`src/rtl/serial_subtractor_pkg.sv`:
```
// Shared definitions for the bit-serial subtractor: FSM state encoding and
// the default operand width.
package serial_subtractor_pkg;

    localparam int unsigned DEF_WIDTH = 8;

    typedef enum logic [1:0] {
        ST_IDLE  = 2'd0,
        ST_SHIFT = 2'd1,
        ST_DONE  = 2'd2
    } state_t;

endpackage

```
`src/rtl/serial_subtractor_if.sv`:
```
// Request/result bundle for serial_subtractor.
//   master: drives start, a, b; observes busy, done, diff, borrow, zero
//   slave : the subtractor side of the same signals
interface serial_subtractor_if #(
    parameter int unsigned WIDTH = 8
) ();

    logic             start;
    logic [WIDTH-1:0] a;
    logic [WIDTH-1:0] b;
    logic             busy;
    logic             done;
    logic [WIDTH-1:0] diff;
    logic             borrow;
    logic             zero;

    modport master (
        output start, a, b,
        input  busy, done, diff, borrow, zero
    );

    modport slave (
        input  start, a, b,
        output busy, done, diff, borrow, zero
    );

endinterface

```
`src/rtl/full_subtractor.sv`:
```
// Combinational one-bit full subtractor built from two half-subtractor stages.
//   x, y : minuend / subtrahend bits
//   bin  : borrow in
//   d    : difference bit  (x - y - bin)
//   bout : borrow out
module full_subtractor (
    input  logic x,
    input  logic y,
    input  logic bin,
    output logic d,
    output logic bout
);

    logic d1;
    logic b1;
    logic b2;

    // First half subtractor: x - y
    assign d1 = x ^ y;
    assign b1 = ~x & y;

    // Second half subtractor: (x - y) - bin
    assign d  = d1 ^ bin;
    assign b2 = ~d1 & bin;

    assign bout = b1 | b2;

endmodule

```
`src/rtl/serial_subtractor.sv`:
```
// Bit-serial WIDTH-bit subtractor, diff = a - b mod 2^WIDTH, one bit per
// clock LSB first through a single full-subtractor cell and borrow flop.
//   clk, rst : rising-edge clock, asynchronous active-high reset
//   bus      : slave side of serial_subtractor_if
//              start/a/b in; busy, done (1-cycle strobe), diff, borrow, zero out
// Results are staged in an internal shift register and copied to the
// outputs only in DONE, so diff/borrow/zero hold steady during SHIFT.
module serial_subtractor
    import serial_subtractor_pkg::*;
#(
    parameter int unsigned WIDTH = DEF_WIDTH
) (
    input  logic                clk,
    input  logic                rst,
    serial_subtractor_if.slave  bus
);

    localparam int unsigned CW = (WIDTH > 1) ? $clog2(WIDTH) : 1;
    localparam logic [CW-1:0] LAST = CW'(WIDTH - 1);

    state_t           state;
    logic [WIDTH-1:0] sa;
    logic [WIDTH-1:0] sb;
    logic [WIDTH-1:0] res;
    logic             bf;
    logic [CW-1:0]    cnt;

    logic             busy_q;
    logic             done_q;
    logic [WIDTH-1:0] diff_q;
    logic             borrow_q;
    logic             zero_q;

    logic             d_c;
    logic             bnext_c;

    // Serial datapath cell operating on the current LSBs
    full_subtractor u_fs (
        .x    (sa[0]),
        .y    (sb[0]),
        .bin  (bf),
        .d    (d_c),
        .bout (bnext_c)
    );

    // FSM, counter, shift registers, borrow flop and registered outputs
    always_ff @(posedge clk or posedge rst) begin
        if (rst) begin
            state    <= ST_IDLE;
            sa       <= '0;
            sb       <= '0;
            res      <= '0;
            bf       <= 1'b0;
            cnt      <= '0;
            busy_q   <= 1'b0;
            done_q   <= 1'b0;
            diff_q   <= '0;
            borrow_q <= 1'b0;
            zero_q   <= 1'b1;
        end else begin
            done_q <= 1'b0;
            unique case (state)
                ST_IDLE: begin
                    if (bus.start) begin
                        sa     <= bus.a;
                        sb     <= bus.b;
                        res    <= '0;
                        bf     <= 1'b0;
                        cnt    <= '0;
                        busy_q <= 1'b1;
                        state  <= ST_SHIFT;
                    end else begin
                        busy_q <= 1'b0;
                    end
                end
                ST_SHIFT: begin
                    // New difference bit enters at the MSB; after WIDTH
                    // shifts the first bit computed sits at bit 0.
                    res    <= {d_c, res[WIDTH-1:1]};
                    sa     <= {1'b0, sa[WIDTH-1:1]};
                    sb     <= {1'b0, sb[WIDTH-1:1]};
                    bf     <= bnext_c;
                    cnt    <= cnt + CW'(1);
                    busy_q <= 1'b1;
                    if (cnt == LAST) begin
                        state <= ST_DONE;
                    end
                end
                ST_DONE: begin
                    done_q   <= 1'b1;
                    diff_q   <= res;
                    borrow_q <= bf;
                    zero_q   <= (res == '0);
                    busy_q   <= 1'b1;
                    state    <= ST_IDLE;
                end
                default: begin
                    busy_q <= 1'b0;
                    state  <= ST_IDLE;
                end
            endcase
        end
    end

    assign bus.busy   = busy_q;
    assign bus.done   = done_q;
    assign bus.diff   = diff_q;
    assign bus.borrow = borrow_q;
    assign bus.zero   = zero_q;

endmodule

```
`src/flat_wrapper.sv`:
```
// flat-port wrapper written by rule: the top's interface ports become plain ports
module serial_subtractor_flat import serial_subtractor_pkg::*;
#(
    parameter int unsigned WIDTH = DEF_WIDTH
)
  (clk, rst, bus_start, bus_a, bus_b, bus_busy, bus_done, bus_diff, bus_borrow, bus_zero);
  serial_subtractor_if #(.WIDTH(WIDTH)) bus_i ();
  input  logic clk;
  input  logic rst;
  input wire logic [$bits(bus_i.start)-1:0] bus_start;
  input wire logic [$bits(bus_i.a)-1:0] bus_a;
  input wire logic [$bits(bus_i.b)-1:0] bus_b;
  output wire logic [$bits(bus_i.busy)-1:0] bus_busy;
  output wire logic [$bits(bus_i.done)-1:0] bus_done;
  output wire logic [$bits(bus_i.diff)-1:0] bus_diff;
  output wire logic [$bits(bus_i.borrow)-1:0] bus_borrow;
  output wire logic [$bits(bus_i.zero)-1:0] bus_zero;
  assign bus_i.start = bus_start;
  assign bus_i.a = bus_a;
  assign bus_i.b = bus_b;
  assign bus_busy = bus_i.busy;
  assign bus_done = bus_i.done;
  assign bus_diff = bus_i.diff;
  assign bus_borrow = bus_i.borrow;
  assign bus_zero = bus_i.zero;
  serial_subtractor #(.WIDTH(WIDTH)) u_core (.clk(clk), .rst(rst), .bus(bus_i));
endmodule
```
`config.mk`:
```
export PLATFORM = sky130hd
export DESIGN_NAME = serial_subtractor_flat
export DESIGN_NICKNAME = d
export VERILOG_FILES = /design/src/rtl/serial_subtractor_pkg.sv /design/src/rtl/serial_subtractor_if.sv /design/src/rtl/full_subtractor.sv /design/src/rtl/serial_subtractor.sv /design/src/flat_wrapper.sv
export SDC_FILE = /design/constraint.sdc
export NUM_CORES = 1
export LEC_CHECK = 0
export ABC_CLOCK_PERIOD_IN_PS = 2750
export CAP_MARGIN = 20
export CELL_PAD_IN_SITES_DETAIL_PLACEMENT = 0
export CELL_PAD_IN_SITES_GLOBAL_PLACEMENT = 1
export CORE_UTILIZATION = 30
export DETAILED_ROUTE_END_ITERATION = 7
export PLACE_DENSITY = 0.63
export SLEW_MARGIN = 5
export SYNTH_ARGS = -nofsm -noshare
export SYNTH_HDL_FRONTEND = slang
export SYNTH_SLANG_ARGS = --single-unit
```
`constraint.sdc`:
```
create_clock -name clk -period 2.75 [get_ports clk]
set_clock_uncertainty 0.1 [all_clocks]
set_input_delay 0.55 -clock clk [delete_from_list [all_inputs] [get_ports clk]]
set_output_delay 0.55 -clock clk [all_outputs]
set_load 0.01 [all_outputs]
```
Word level (Yosys, flattened, before mapping) --
Index checks and enable logic that the tools add are counted.
Cells by class: shift operators 0, divide/modulo/power cells 0, reduce and logical (&&, ||, !) cells 6, order comparisons 0, bitwise gates (word level) 7, $add $sub $neg 1, mux-type cells 16, $mul 0, eq/ne operators 5
Operator list (count):
- 8-bit case mux with 2 select lines | 3
- 8-bit 2-to-1 mux | 3
- 8-bit zero test | 1
- 3-bit case mux with 2 select lines | 1
- 2-bit 2-to-1 mux | 2
- 1-bit case mux with 2 select lines | 2
- 2-bit case mux with 2 select lines | 1
- 2-bit AND reduction | 2
- 3-bit by 1-bit adder with 3-bit output, second input constant | 1
- 3-bit equality test, second input constant | 1
- 1-bit 2-to-1 mux | 3
- 3-bit 2-to-1 mux | 1
- 1-bit AND | 2
- 2-bit by 1-bit equality test with 1-bit output, second input constant | 1
- 2-bit equality test, second input constant | 1
- 2-bit zero test | 1
- 2-bit by 1-bit inequality test with 1-bit output, second input constant | 1
- 2-bit inequality test, second input constant | 1
- 1-bit NOT | 2
- 2-bit nonzero test | 1
- 2-bit OR reduction | 1
- 1-bit bitwise XOR | 2
- 1-bit bitwise OR | 1
Word-level totals: register bits after elaboration 42, output and inout bits 12, memory bits (writable) 0, bits in latches 0, input bits 19, logic and storage cells 46, memory bits (read-only) 0, memories 0

Depth between registers and ports, before layout --
depth after elaboration 5, gate-level depth with buffers 8, depth with buffers taken out 5

Modules after synthesis --
From an unflattened synthesis, not the netlist that was laid out.
Second synthesis, totals: cell total of the unflattened synthesis 171, area total of the unflattened synthesis 1880.6 um^2
By module, submodules not included:
- serial_subtractor | times used 1, area an instance 1849.3 um^2, sequential area each 1052.3 um^2, cells each 167
- full_subtractor | times used 1, area an instance 31.3 um^2, sequential area each 0.0 um^2, cells each 4

Worst setup path after synthesis --
Ideal clock, no wire load.
path type reg-to-reg, start point reg u_core.state[1], end point reg u_core.sb[4], stages on the path, launching flop included 8, buffers on the path 3, clock period less this slack 1.592 ns, required time 2.531 ns, setup slack 1.158 ns, data arrival time 1.373 ns, cells stage by stage dfrtp_1 inv_1 ha_1 buf_6 mux2i_2 buf_6 buf_12 o21ai_2
Between the ends: word-level cells in the longest chain between the ends 3, elaborated cells on any way between the ends 6
RTL lines:
- from (decl) | RTL line serial_subtractor.sv:21 | state_t state;
- from (signal assigned) | RTL line serial_subtractor.sv:49 | state <= ST_IDLE;
- from (signal assigned) | RTL line serial_subtractor.sv:71 | state <= ST_SHIFT;
- from (signal assigned) | RTL line serial_subtractor.sv:86 | state <= ST_DONE;
- 2-bit by 1-bit equality test with 1-bit output or 2-bit zero test (tied branches) | RTL line serial_subtractor.sv:62 | unique case (state)
- 2-bit nonzero test (no line) or 2-bit inequality test (tied branches)
- 2-bit AND reduction (no line)
- to (signal assigned) | RTL line serial_subtractor.sv:66 | sb <= bus.b;
- to (signal assigned) | RTL line serial_subtractor.sv:81 | sb <= {1'b0, sb[WIDTH-1:1]};
- to (decl) | RTL line serial_subtractor.sv:23 | logic [WIDTH-1:0] sb;
Parallel ways exist; a longest one is shown, timed or not. A chain may end at the register's enable or synchronous reset.

Worst setup path in the final report --
start point reg u_core.zero_q, in the netlist u_core.bus.zero, end point out bus_zero
RTL lines:
- from (decl) | RTL line serial_subtractor.sv:32 | logic zero_q;
- from (signal assigned) | RTL line serial_subtractor.sv:93 | zero_q <= (res == '0);
- to (decl) | RTL line flat_wrapper.sv:17 | output wire logic [$bits(bus_i.zero)-1:0] bus_zero;
No word-level cell between the ends.

==> flow_metrics.tcl <==
set metrics [dict create \
    power_density_nw_per_um2 995 \
    wl_met1_um 1720 \
    route.met3.wl_um 121 \
    worst-setup-path-type "flop to primary output" \
    synth_warnings 0 \
    wirelength_um 3490 \
    status "finished clean" \
    drc 0 \
    worst_setup_path_end_kind "primary output" \
    final_cell_mix "dfrtp_1, clkdlybuf4s50_1, nand2_1" \
    multi_input_area_um2 827 \
    maxCapViolCount 0 \
    startpoint_type "flop" \
    clock.fmax_mhz 502 \
    synth_area_um2 2000 \
    relSlewSlack_pct 64.5 \
    synth_compound_area_share_pct 12.3 \
    final_core_util_pct 38.2 \
    die_w_um 83.6 \
    first_iter_violations 70 \
    synth.distinct_cells 32 \
    synth-xor-area-share_pct 0 \
    cts_sinks 42 \
    slowest_stage "dfstp_2" \
    path_buf_inv 1 \
    synth-seq-cells 42 \
    setup_viol 0 \
    place_congestion 0.712 \
    via_per_inst 4.59 \
    drt_pre_antenna_iters 4 \
    post_cts.repair.setup_buffers 0 \
    ant_nets 0 \
    grt-ovfl-total 0 \
    ys_seq_area_share_pct 52.7 \
    final_common_cell "dfrtp_1" \
    top_layer "met4" \
    holdBufCountCts 0 \
    whs_ns 0.372 \
    cp_top_family "flip-flops" \
    portBuffers 30 \
    grt_start_max_net_pins 48 \
    initial_core_util_pct 31.3 \
    synth_top_family_by_area "multiplexers" \
    dr_total_vias 1267 \
    worst_ep_required_time_ns 2.10 \
    r2r_start "u_core.state[0]$_DFFE_PP0P_" \
    fin_crit_sh_pct 72.5 \
    cts_buffers 5 \
    fin_nets 225 \
    yosys.area_share.simple_pct 9.52 \
    synth_adder_area_share_pct 5.39 \
    fp-row-count 29 \
    max-vdd-ir-drop_v 0.000745 \
    design.core.area_um2 6390 \
    p_leak_nw 1.09 \
    final_hold_viol_count 0 \
    finalSetupTns_ns 0 \
    report.power.total_w 0.00243 \
    startpoint "u_core.bus.zero$_DFFE_PP1P_" \
    antenna_found_initial 0 \
    crit_chain "clkdlybuf4s50_1" \
    clk_latency_ns 0.29 \
    cp_max_fo 2 \
    die_y_um 83.6 \
    drive_above_1_share_pct 18.1 \
    first_global_vias 1204 \
    synth_area_per_cell_um2 11.8 \
    worstHoldPathType "flop to flop" \
    cts_buffer_depth 2 \
    critPathMaxStageDelay_ns 0.53 \
    tightest_slew_ns 0.533 \
    synthCells 169 \
    slew_viol_final 0 \
    clkTransAtPathRegs_ns 0.08 \
    fill_cells 639 \
    dr_wl_met2_um 1570 \
    fp.dieArea_um2 6990 \
    area.growth.synth_to_final_pct 22.1 \
    postCtsResizedCells 0 \
    hp-start "u_core.bus.zero$_DFFE_PP1P_" \
    wl_per_cell_um 12.6 \
    placed_cell_area_um2 2350 \
    rsz0062_at_grt "no" \
    synthMuxAreaShare_pct 13.8 \
    design_area_um2 2440 \
    regArea_um2 1050 \
    dp_hpwl_um 2340 \
    fin_crit_ns 1.99 \
    io_pins 31 \
    n_antenna_cell 0 \
    grt_pass1_wl_um 5980 \
    track_usage_pct 11.1 \
    cts_tree "done" \
    root_buffer "clkbuf_8" \
    cp.arrival_ns 1.34 \
    cts_htree_levels 2 \
    synth_nets 196 \
]
## synthesized netlist by cell type, drive strengths merged
master / instances / area share (%)
buf: 9 / 4.8
nor2b: 1 / 0.31
nor2: 2 / 0.38
a22o: 2 / 0.88
nand2: 32 / 7.1
clkbuf: 2 / 0.44
or2b: 1 / 0.38
mux2: 9 / 5.1
dfstp: 1 / 1.3
ha: 7 / 4.4
dfrtp: 41 / 51
a32o: 1 / 0.50
inv: 6 / 1.1
a32oi: 2 / 0.88
mux2i: 17 / 8.7
a31o: 1 / 0.44
nand2b: 1 / 0.31
nor4: 1 / 0.31
nor3: 1 / 0.25
a21oi: 4 / 1.0
fa: 1 / 1.0
nand4b: 1 / 0.44
o21ai: 26 / 8.6
## area by class of cell
cell class	count	area share, %
Inverter	6	0.924
Multi-Input combinational cell	110	33.9
Clock inverter	1	0.205
Tap cell	77	3.95
Clock buffer	7	3.54
Sequential cell	42	43.2
Timing Repair Buffer	33	14.3
## where the power goes
group	internal [W]	leakage, nW	switching (W)
logic	0.000498	0.490	0.000551
clock network	0.000203	0.0482	0.000207
registers	0.000830	0.547	0.000137
## cells by family (layout without fill, tap and decap cells)
family,after synthesis,after routing
muxes,26,26
and+or+nand+nor,40,40
buffers and inverters,17,47
adders and majority gates,8,8
AOI/OAI and AO/OA,36,36
DFF,42,42
## state kept, by name (all words and copies together), names as in the netlist
register	count
u_core.bus.busy	1
u_core.sb	8
u_core.bus.diff	8
u_core.bus.borrow	1
u_core.res	8
u_core.bf	1
u_core.sa	8
u_core.state	2
u_core.bus.zero	1
u_core.bus.done	1
u_core.cnt	3
## final timing paths
| check | endpoint | slack [ns] | cells past startpoint |
|---|---|---|---|
| max | bus_zero | 0.76 | 1 |
| min | u_core.bus.zero$_DFFE_PP1P_ | 0.37 | 2 |
| max reg2reg | u_core.sb[7]$_DFFE_PP0P_ | 0.93 | 5 |
| min reg2reg | u_core.bus.zero$_DFFE_PP1P_ | 0.37 | 2 |
| max in group asynchronous | u_core.bus.zero$_DFFE_PP1P_ | 1.60 | 3 |
| min in group asynchronous | u_core.sa[1]$_DFFE_PP0P_ | 0.59 | 3 |
## through the flow
stage	worst slack [ns]	instances
5_1_grt	0.713	276
6_report	0.756	276
2_1_floorplan	1.13	169
3_3_place_gp	0.742	268
4_1_cts	0.737	276
3_5_place_dp	0.720	268
## routing by layer
layer	track usage, %	vias up
li1	-	643
met1	15.1	595
met2	16.1	23
met3	3.36	6
met4	5.55	0
met5	0	-
Power figures use the tool's default switching activity.
